File: src/rtl/snake_game_scheduler_if.sv
// Handshake bundle between the snake game scheduler and the game datapath.
// Latency: none, wires only.
// Backpressure: none; every strobe is a single-cycle pulse that is never held off.
//
// Signals
//   start     master->slave  begin a new game (honoured in IDLE/OVER)
//   pause     master->slave  one-cycle pulse, toggles RUN<->PAUSE
//   collide   master->slave  game logic reports death (honoured in RUN)
//   move_tick slave->master  one-cycle strobe, advance snake one cell
//   sec_tick  slave->master  one-cycle strobe, one RUN second elapsed
//   bcd       slave->master  elapsed seconds {d3,d2,d1,d0}, BCD
//   level     slave->master  current speed level
//   state     slave->master  00 IDLE, 01 RUN, 10 PAUSE, 11 OVER
interface snake_game_scheduler_if;
  logic        start;
  logic        pause;
  logic        collide;
  logic        move_tick;
  logic        sec_tick;
  logic [15:0] bcd;
  logic [2:0]  level;
  logic [1:0]  state;

  // Game logic side: drives controls, consumes strobes and status.
  modport master (
    output start, pause, collide,
    input  move_tick, sec_tick, bcd, level, state
  );

  // Scheduler side.
  modport slave (
    input  start, pause, collide,
    output move_tick, sec_tick, bcd, level, state
  );
endinterface

File: src/rtl/snake_game_scheduler.sv
// Game-phase controller: IDLE/RUN/PAUSE/OVER sequencing, move/second strobes, BCD timer, speed level.
// Latency: strobes are registered, high in the cycle after a RUN terminal count; state changes one edge after the input.
// Backpressure: none; pause freezes every counter so the remaining period is preserved across the pause.
//
// Ports
//   CLOCK_50  in   system clock
//   resetn    in   synchronous active-low reset, overrides everything
//   io_bus    slave modport of snake_game_scheduler_if (start/pause/collide in,
//             move_tick/sec_tick/bcd/level/state out)
module snake_game_scheduler #(
  parameter int unsigned SEC_CYCLES = 50_000_000,
  parameter int unsigned MOVE_SLOW  = 6_000_000,
  parameter int unsigned MOVE_STEP  = 1_000_000,
  parameter int unsigned MOVE_MIN   = 2_000_000,
  parameter int unsigned LEVEL_SECS = 10,
  parameter int unsigned MAX_LEVEL  = 7
) (
  input  logic                   CLOCK_50,
  input  logic                   resetn,
  snake_game_scheduler_if.slave  io_bus
);

  // Counter widths sized to the largest value each counter can hold.
  localparam int unsigned MOVE_MAX = (MOVE_SLOW > MOVE_MIN) ? MOVE_SLOW : MOVE_MIN;
  localparam int MW = $clog2(MOVE_MAX) + 1;
  localparam int SW = $clog2(SEC_CYCLES) + 1;
  localparam int LW = $clog2(LEVEL_SECS + 1) + 1;

  typedef enum logic [1:0] {
    ST_IDLE  = 2'b00,
    ST_RUN   = 2'b01,
    ST_PAUSE = 2'b10,
    ST_OVER  = 2'b11
  } state_t;

  state_t      r_state;
  logic [MW-1:0] r_move_cnt;
  logic [SW-1:0] r_sec_cnt;
  logic [LW-1:0] r_lvl_sec;
  logic [2:0]  r_level;
  logic [15:0] r_bcd;
  logic        r_move_tick;
  logic        r_sec_tick;

  logic [31:0]   w_dec;
  logic [MW-1:0] w_period;
  logic          w_move_tc;
  logic          w_sec_tc;
  logic          w_lvl_wrap;

  // Four-digit BCD increment with full ripple; 9999 wraps to 0000.
  function automatic logic [15:0] bcd_inc(input logic [15:0] v);
    logic [15:0] r;
    logic        c;
    r = v;
    c = 1'b1;
    for (int i = 0; i < 4; i++) begin
      if (c) begin
        if (r[4*i +: 4] == 4'd9) begin
          r[4*i +: 4] = 4'd0;
        end else begin
          r[4*i +: 4] = r[4*i +: 4] + 4'd1;
          c = 1'b0;
        end
      end
    end
    return r;
  endfunction

  // Move period from the current level. The floor test is done before the
  // subtraction (in 33 bits) so a large level*step never wraps the period.
  always_comb begin
    w_dec = 32'(r_level) * 32'(MOVE_STEP);
    if (({1'b0, w_dec} + 33'(MOVE_MIN)) >= 33'(MOVE_SLOW)) begin
      w_period = MW'(MOVE_MIN);
    end else begin
      w_period = MW'(32'(MOVE_SLOW) - w_dec);
    end
  end

  // >= rather than == so a period that shrinks below the running count
  // still produces a tick on the next cycle instead of running away.
  assign w_move_tc  = (r_move_cnt >= (w_period - MW'(1)));
  assign w_sec_tc   = (r_sec_cnt >= SW'(SEC_CYCLES - 1));
  assign w_lvl_wrap = ((r_lvl_sec + LW'(1)) >= LW'(LEVEL_SECS));

  always_ff @(posedge CLOCK_50) begin
    if (!resetn) begin
      r_state     <= ST_IDLE;
      r_move_cnt  <= '0;
      r_sec_cnt   <= '0;
      r_lvl_sec   <= '0;
      r_level     <= '0;
      r_bcd       <= '0;
      r_move_tick <= 1'b0;
      r_sec_tick  <= 1'b0;
    end else begin
      // Strobes default low; only a RUN terminal count raises them.
      r_move_tick <= 1'b0;
      r_sec_tick  <= 1'b0;
      case (r_state)
        ST_IDLE, ST_OVER: begin
          if (io_bus.start) begin
            r_state    <= ST_RUN;
            r_move_cnt <= '0;
            r_sec_cnt  <= '0;
            r_lvl_sec  <= '0;
            r_level    <= '0;
            r_bcd      <= '0;
          end
        end
        ST_RUN: begin
          // A leaving cycle does not count: any terminal count is dropped
          // and the counters keep their values for a later resume.
          if (io_bus.collide) begin
            r_state <= ST_OVER;
          end else if (io_bus.pause) begin
            r_state <= ST_PAUSE;
          end else begin
            if (w_move_tc) begin
              r_move_cnt  <= '0;
              r_move_tick <= 1'b1;
            end else begin
              r_move_cnt <= r_move_cnt + MW'(1);
            end
            if (w_sec_tc) begin
              r_sec_cnt  <= '0;
              r_sec_tick <= 1'b1;
              r_bcd      <= bcd_inc(r_bcd);
              if (w_lvl_wrap) begin
                r_lvl_sec <= '0;
                if (r_level < 3'(MAX_LEVEL)) begin
                  r_level <= r_level + 3'd1;
                end
              end else begin
                r_lvl_sec <= r_lvl_sec + LW'(1);
              end
            end else begin
              r_sec_cnt <= r_sec_cnt + SW'(1);
            end
          end
        end
        ST_PAUSE: begin
          if (io_bus.pause) begin
            r_state <= ST_RUN;
          end
        end
        default: r_state <= ST_IDLE;
      endcase
    end
  end

  assign io_bus.move_tick = r_move_tick;
  assign io_bus.sec_tick  = r_sec_tick;
  assign io_bus.bcd       = r_bcd;
  assign io_bus.level     = r_level;
  assign io_bus.state     = r_state;

endmodule

File: src/flat_wrapper.sv
// flat-port wrapper written by rule: the top's interface ports become plain ports
module snake_game_scheduler_flat 
#(
  parameter int unsigned SEC_CYCLES = 50_000_000,
  parameter int unsigned MOVE_SLOW  = 6_000_000,
  parameter int unsigned MOVE_STEP  = 1_000_000,
  parameter int unsigned MOVE_MIN   = 2_000_000,
  parameter int unsigned LEVEL_SECS = 10,
  parameter int unsigned MAX_LEVEL  = 7
)
  (CLOCK_50, resetn, io_bus_start, io_bus_pause, io_bus_collide, io_bus_move_tick, io_bus_sec_tick, io_bus_bcd, io_bus_level, io_bus_state);
  snake_game_scheduler_if io_bus_i ();
  input  logic CLOCK_50;
  input  logic resetn;
  input wire logic [$bits(io_bus_i.start)-1:0] io_bus_start;
  input wire logic [$bits(io_bus_i.pause)-1:0] io_bus_pause;
  input wire logic [$bits(io_bus_i.collide)-1:0] io_bus_collide;
  output wire logic [$bits(io_bus_i.move_tick)-1:0] io_bus_move_tick;
  output wire logic [$bits(io_bus_i.sec_tick)-1:0] io_bus_sec_tick;
  output wire logic [$bits(io_bus_i.bcd)-1:0] io_bus_bcd;
  output wire logic [$bits(io_bus_i.level)-1:0] io_bus_level;
  output wire logic [$bits(io_bus_i.state)-1:0] io_bus_state;
  assign io_bus_i.start = io_bus_start;
  assign io_bus_i.pause = io_bus_pause;
  assign io_bus_i.collide = io_bus_collide;
  assign io_bus_move_tick = io_bus_i.move_tick;
  assign io_bus_sec_tick = io_bus_i.sec_tick;
  assign io_bus_bcd = io_bus_i.bcd;
  assign io_bus_level = io_bus_i.level;
  assign io_bus_state = io_bus_i.state;
  snake_game_scheduler #(.SEC_CYCLES(SEC_CYCLES), .MOVE_SLOW(MOVE_SLOW), .MOVE_STEP(MOVE_STEP), .MOVE_MIN(MOVE_MIN), .LEVEL_SECS(LEVEL_SECS), .MAX_LEVEL(MAX_LEVEL)) u_core (.CLOCK_50(CLOCK_50), .resetn(resetn), .io_bus(io_bus_i));
endmodule
File: config.mk
export PLATFORM = sky130hd
export DESIGN_NAME = snake_game_scheduler_flat
export DESIGN_NICKNAME = d
export VERILOG_FILES = /design/src/rtl/snake_game_scheduler_if.sv /design/src/rtl/snake_game_scheduler.sv /design/src/flat_wrapper.sv
export SDC_FILE = /design/constraint.sdc
export NUM_CORES = 1
export LEC_CHECK = 0
export CORE_ASPECT_RATIO = 0.9
export CORE_MARGIN = 8
export CORE_UTILIZATION = 52
export CTS_CLUSTER_DIAMETER = 80
export DETAILED_ROUTE_END_ITERATION = 8
export PLACE_DENSITY_LB_ADDON = 0.1
export SETUP_SLACK_MARGIN = 0.05
export SYNTH_ARGS = -nofsm -noshare
export SYNTH_HDL_FRONTEND = slang
export SYNTH_SLANG_ARGS = --single-unit
File: constraint.sdc
create_clock -name CLOCK_50 -period 6.57 [get_ports CLOCK_50]
set_input_delay 0.657 -clock CLOCK_50 [delete_from_list [all_inputs] [get_ports CLOCK_50]]
set_output_delay 0.657 -clock CLOCK_50 [all_outputs]
set_load 0.01 [all_outputs]
### Word-level counts from Yosys, hierarchy flattened

Index checks and enable logic that the tools add are counted.

* bits in registers: 79
* logic and storage cells: 122

* add/subtract/negate cells: 11
* multiply operators: 1
* $lt $le $gt $ge: 5
* eq/ne operators: 18
* mux-type cells: 63
* bitwise gates (word level): 2
* reductions and logical operators: 11

Operators by type and width (number)
* $mux W24: 5
* $mux W27: 4
* $mux W16: 4
* $pmux W27 S2: 1
* $pmux W24 S2: 1
* $ge A33 B23 Y1 const B: 1
* $pmux W16 S2: 1
* $mux W4: 7
* $add A27 B1 Y27 const B: 1
* $ge A27 B26 Y1 const B: 1
* $mux W5: 5
* $add A23 B21 Y24 const B: 1
* $add A24 B1 Y24 const B: 1
* $ge A24 B24 Y1: 1
* $sub A23 B23 Y24 const A: 1
* $sub A24 B1 Y24 const B: 1
* $mux W1: 22
* $mux W3: 6
* $reduce_and A6 Y1: 3
* $mul A3 B14 Y17 const B: 1
* $add A4 B1 Y4 const B: 4
* $eq A4 B4 Y1 const B: 4
* $ne A2 B1 Y1 const B: 6
* $pmux W5 S2: 1
* other kinds (20): 28

### Longest topological paths before layout

Gate-level depths: netlist of run 1.

* depth after elaboration: 24
* mapped depth: 29
* mapped depth without buffers: 27

### Worst setup path before layout of run 1

Ideal clock, no wire load.

* kind: register to register
* start point: register u_core.r_level[2] (netlist: u_core.io_bus.level[2])
* end point: register u_core.r_move_cnt[23]
* setup time: 0.074 ns
* arrival: 6.625 ns
* required time: 6.496 ns
* path slack: -0.129 ns
* stages on the path, launching flop included: 23
* path through: dfxtp_1 -> clkbuf_1 -> inv_1 -> fa_1 -> fa_1 -> clkbuf_1 -> or3b_2 -> or3_1 -> a21boi_1 -> o32ai_2 -> and2_1 -> ha_1 -> nor2b_1 -> or4b_2 -> o211ai_1 -> ha_1 -> a21o_1 -> a21o_1 -> a222oi_1 -> and4_1 -> buf_2 -> a41oi_1 -> a31oi_1

* longest elaborated chain between the ends: 10
* elaborated cells between the ends (all ways): 11
* those cells by class: add/sub: 3; mul: 1; order compare: 2; mux: 5

RTL lines
* start: declaration: RTL line snake_game_scheduler.sv:40 `logic [2:0] r_level;`
* start signal: assignment: RTL line snake_game_scheduler.sv:133 `r_level <= r_level + 3'd1;`
* $mul A3 B14 Y17 (*): RTL line snake_game_scheduler.sv:73 `w_dec = 32'(r_level) * 32'(MOVE_STEP);`
* $add A23 B21 Y24: RTL line snake_game_scheduler.sv:74 `if (({1'b0, w_dec} + 33'(MOVE_MIN)) >= 33'(MOVE_SLOW)) begin`
* $ge A33 B23 Y1: RTL line snake_game_scheduler.sv:74
* $mux W24 (*): RTL line snake_game_scheduler.sv:74
* $sub A24 B1 Y24 (*): RTL line snake_game_scheduler.sv:83 `assign w_move_tc = (r_move_cnt >= (w_period - MW'(1)));`
* $ge A24 B24 Y1 (*): RTL line snake_game_scheduler.sv:83
* $mux W24 (*): RTL line snake_game_scheduler.sv:120 `if (w_move_tc) begin`
* $mux W24 (*): RTL line snake_game_scheduler.sv:117 `end else if (io_bus.pause) begin`
* $mux W24 (*): RTL line snake_game_scheduler.sv:115 `if (io_bus.collide) begin`
* $pmux W24 S2 (*): RTL line snake_game_scheduler.sv:101 `case (r_state)`
* end signal: assignment: RTL line snake_game_scheduler.sv:124 `r_move_cnt <= r_move_cnt + MW'(1);`
* end: declaration: RTL line snake_game_scheduler.sv:37 `logic [MW-1:0] r_move_cnt;`

Mark *: on every way between the ends. The rest lies on a longest branch, timed or not. The select of a mux whose other input is x is not followed.
A chain may end at the register's enable or synchronous reset.

### Worst setup path after layout of run 1

* start point: register u_core.r_level[1] (netlist: u_core.io_bus.level[1])
* end point: register u_core.r_move_cnt[11]

Same word-level chain as after synthesis.

==> results of run 1 <==
==> logic make-up (layout without fill, tap and decap cells) <==
kind of cell,after synthesis,in the layout
and+or+nand+nor,295,295
AOI/OAI and AO/OA,160,160
DFF,79,79
adders and majority gates,58,58
buffers and inverters,48,91
xor gates and xnor gates,47,47
muxes,6,6
==> cells in the mapped netlist (11+ instances only) <==
library cell	number
nand4_1	17
a31oi_1	13
inv_1	27
nand2_1	63
ha_1	54
xor2_1	27
and3_1	24
clkbuf_1	15
nor3_1	14
nor2_1	67
a21o_1	17
or3_1	11
xnor2_1	20
o21ai_0	32
a21oi_1	34
dfxtp_1	79
nand3_1	35
==> worst min path at each step <==
stage,slack (ns),start,to,cells past startpoint
after floorplan,0.44,u_core.r_move_cnt[23],u_core.r_move_cnt[23],1
after global placement,0.47,u_core.r_move_cnt[23],u_core.r_move_cnt[23],1
after detailed placement,0.49,u_core.r_lvl_sec[4],u_core.r_lvl_sec[4],1
after CTS,0.50,u_core.r_move_cnt[1],u_core.r_move_cnt[1],2
after global routing,0.51,u_core.r_lvl_sec[4],u_core.r_lvl_sec[4],1
final,0.49,u_core.r_move_cnt[1],u_core.r_move_cnt[1],2
==> worst max-delay path, cell delays in order (launching register included) <==
cell	delay (ns)
dfxtp_2	0.35
clkinvlp_4	0.13
fa_2	0.61
inv_1	0.09
ha_2	0.41
xnor2_4	0.09
or3b_2	0.51
or3_1	0.35
a21boi_2	0.24
o32ai_2	0.12
and2_1	0.17
ha_1	0.20
nor2b_4	0.15
and3_1	0.21
o2111ai_1	0.17
nor4_2	0.09
xnor2_1	0.14
and2_1	0.17
ha_1	0.29
nand4_1	0.11
or2_2	0.12
nor2_1	0.04
a222oi_1	0.39
buf_4	0.20
nand4_1	0.18
buf_4	0.27
o211a_1	0.23
a21oi_1	0.11
==> routing by layer <==
metal / up-vias / global-route usage [%] / wire [µm]
met5: - / 0 / 0
met4: 0 / 5.67 / 162
met3: 13 / 4.89 / 494
met2: 87 / 30.7 / 6040
met1: 2407 / 23.0 / 6440
li1: 2588 / - / -
==> stage by stage <==
stage	power [mW]	std cells	util, %
after floorplan	0.691	693	-
after global placement	0.755	849	57.2
after detailed placement	0.764	849	57.2
after CTS	1.28	865	60.1
after global routing	1.34	869	60.9
final	1.28	869	60.9
==> sequential cells by signal (all words and copies together) (netlist names) <==
signal and cells:
u_core.r_sec_cnt 27, u_core.r_move_cnt 24, u_core.io_bus.bcd 16, u_core.r_lvl_sec 5
u_core.io_bus.level 3, u_core.io_bus.state 2, u_core.io_bus.move_tick 1, u_core.io_bus.sec_tick 1
==> area by class of cell <==
type / instances / area [µm²] / area share [%]
inverter: 28 / 109 / 1.67
timing repair buffer: 47 / 420 / 6.47
clock buffer: 10 / 239 / 3.68
multi-input combinational: 566 / 3920 / 60.2
tap: 133 / 166 / 2.56
sequential: 79 / 1590 / 24.4
clock inverter: 6 / 65.1 / 1.00
==> where the power goes <==
group	switching, mW	leakage [nW]	internal, mW
clock	0.210	0.149	0.306
sequential	0.0113	0.638	0.488
combinational	0.166	1.80	0.0946
==> what timing repair did <==
action,in CTS,in global routing
setup buffers,0,4
setup endpoints to repair,6,22
hold buffers,0,0
gates cloned,0,0
resized for setup,1,12
pin swaps,0,2
==> impl_metrics.csv, run 1 <==
group,metric,value,unit
setup_path,crit_fanout,19,
floorplan,rows,36,
placement,placed_cell_area,6110,µm²
setup_path,required,6.85,ns
grt,antenna_found_initial,0,
synth,synth_adder_area_share,13.4,%
synth,synth_edf_count,0,
routing,drtAntennaViolNets,0,
timing,tightest_slew,0.817,ns
timing,fmax,0.161,GHz
grt,grt_pass1_wl,22200,µm
pwr,leakage,2.59,nW
min_path,worstHoldPathType,"reg2reg",
setup_path,rr_endpoint,"u_core.r_move_cnt[11]",
setup_path,r2r_slack,0.36,ns
clock_tree,clk_pin_slew,0.06,ns
clock_tree,insertion_delay,0.34,ns
setup_path,cp-endpoint,"u_core.r_move_cnt[11]",
pwr,vdd_ir_drop_max,0.196,mV
timing,rsz0062_at_grt,"no",
synth,ys_seq_elements,79,
grt,gr-total-overflow,0,
finish,diodes,0,
synth,syn_avg_cell_area,8.11,µm²
synth,async_flop_share,0,%
synth,yosysSeqAreaShare,28.1,%
synth,synthesis.nets,756,
synth,synthSimpleGateAreaFrac,27.5,%
timing,whs,0.494,ns
floorplan,floorplan.io_pins,28,
routing,dr_total_vias,5095,
setup_path,worstSetupPathType,"reg2reg",
synth,synth_top_family_by_area,"simple AND/OR/NAND/NOR gates",
setup_path,cp-end-kind,"register",
timing,setup_tns,0,ns
finish,final_common_cell,"dfxtp_1",
grt,grt_pass1_vias,4760,
routing,drt-vias-per-instance,5.86,
finish,final_area,6500,µm²
placement,hpwl,9400,µm
routing,first_iter_violations,314,
finish,area_delta_synth_final,15.6,%
routing,drt_pre_antenna_iters,5,
floorplan,die_area,14400,µm²
finish,final_cell_mix,"dfxtp_1 (76), nor2_1 (67), nand2_1 (63), ha_1 (53), nand3_1 (35)",
synth,yosys_most_used_dff,"dfxtp_1",
synth,synth_xor_area_share,7.32,%
setup_path,cp-startpoint,"u_core.io_bus.level[1]",
finish,n_fill_cell,946,
clock_tree,cts.sinks,79,
timing,slew_headroom,45.3,%
routing,wirelength,13100,µm
outcome,outcome,"finished, final reports clean",
finish,nets,794,
grt,grt_util_all_layers,18.5,%
timing,fin_worst_skew,0.00604,ns
placement,dp_slack,0.0267,ns
pwr,p_per_area,196,nW/µm²
timing,finalSetupViolCount,0,
synth,netlist_area,5620,µm²
timing,layout_setup_ws,0.364,ns
routing,drc,0,
clock_tree,clk_path_buf_depth,2,
synth,synth_cell_types,67,
clock_tree,root_buffer,"clkbuf_16",
floorplan,die_w,126,µm
clock_tree,cts_buffers,9,
synth,netlist_instances,693,
synth,synth_compound_area_share,19.1,%
synth,yosys_warnings,0,
setup_path,arrival,6.48,ns
synth,synth_area_leaders,"dfxtp_1 (28%), ha_1 (12%), nor2_1 (4.5%), nand2_1 (4.2%), xor2_1 (4.2%)",
setup_path,reg2reg_from,"u_core.io_bus.level[1]",
timing,final-hold-violation-count,0,
routing,wire_per_inst,15.1,µm
placement,portBuffers,27,
setup_path,ff2ff_path_depth,27,
setup_path,worstSetupStartpointType,"register",
synth,yosys.area.top_type,"dfxtp_1",
grt,grt_max_degree,27,
synth,synth.area.mux_share,1.09,%
clock_tree,cts_tree,"built",
floorplan,coreArea,10700,µm²
clock_tree,cts_htree_levels,3,
floorplan,initial_core_util,52.7,%
timing,fin_crit,6.21,ns
timing,finalCritPeriodShare,94.5,%
finish,final_layout_size_suffix_gt1_share,9.92,%
timing,slew_violations,0,
synth,synth_top_area_share,28.1,%
floorplan,fp.dieH,115,µm
placement,place.gp.congestion,0.845,
flow_run,max-cap-violations,0,
No activity file was read; power rests on OpenSTA's default activity.
==> inputs of run 2 (changes only) <==
==> constraint.sdc (replaced) <==
create_clock -name CLOCK_50 -period 6.57 [get_ports CLOCK_50]
set_input_delay 0.657 -clock CLOCK_50 [delete_from_list [all_inputs] [get_ports CLOCK_50]]
set_output_delay 0.657 -clock CLOCK_50 [all_outputs]
set_load 0.005 [all_outputs]
==> results of run 2 <==
Same layout as run 1 (identical final DEF). Status: finished, final reports clean.
Main changes from that run: total power 1.28 mW -> 1.27 mW
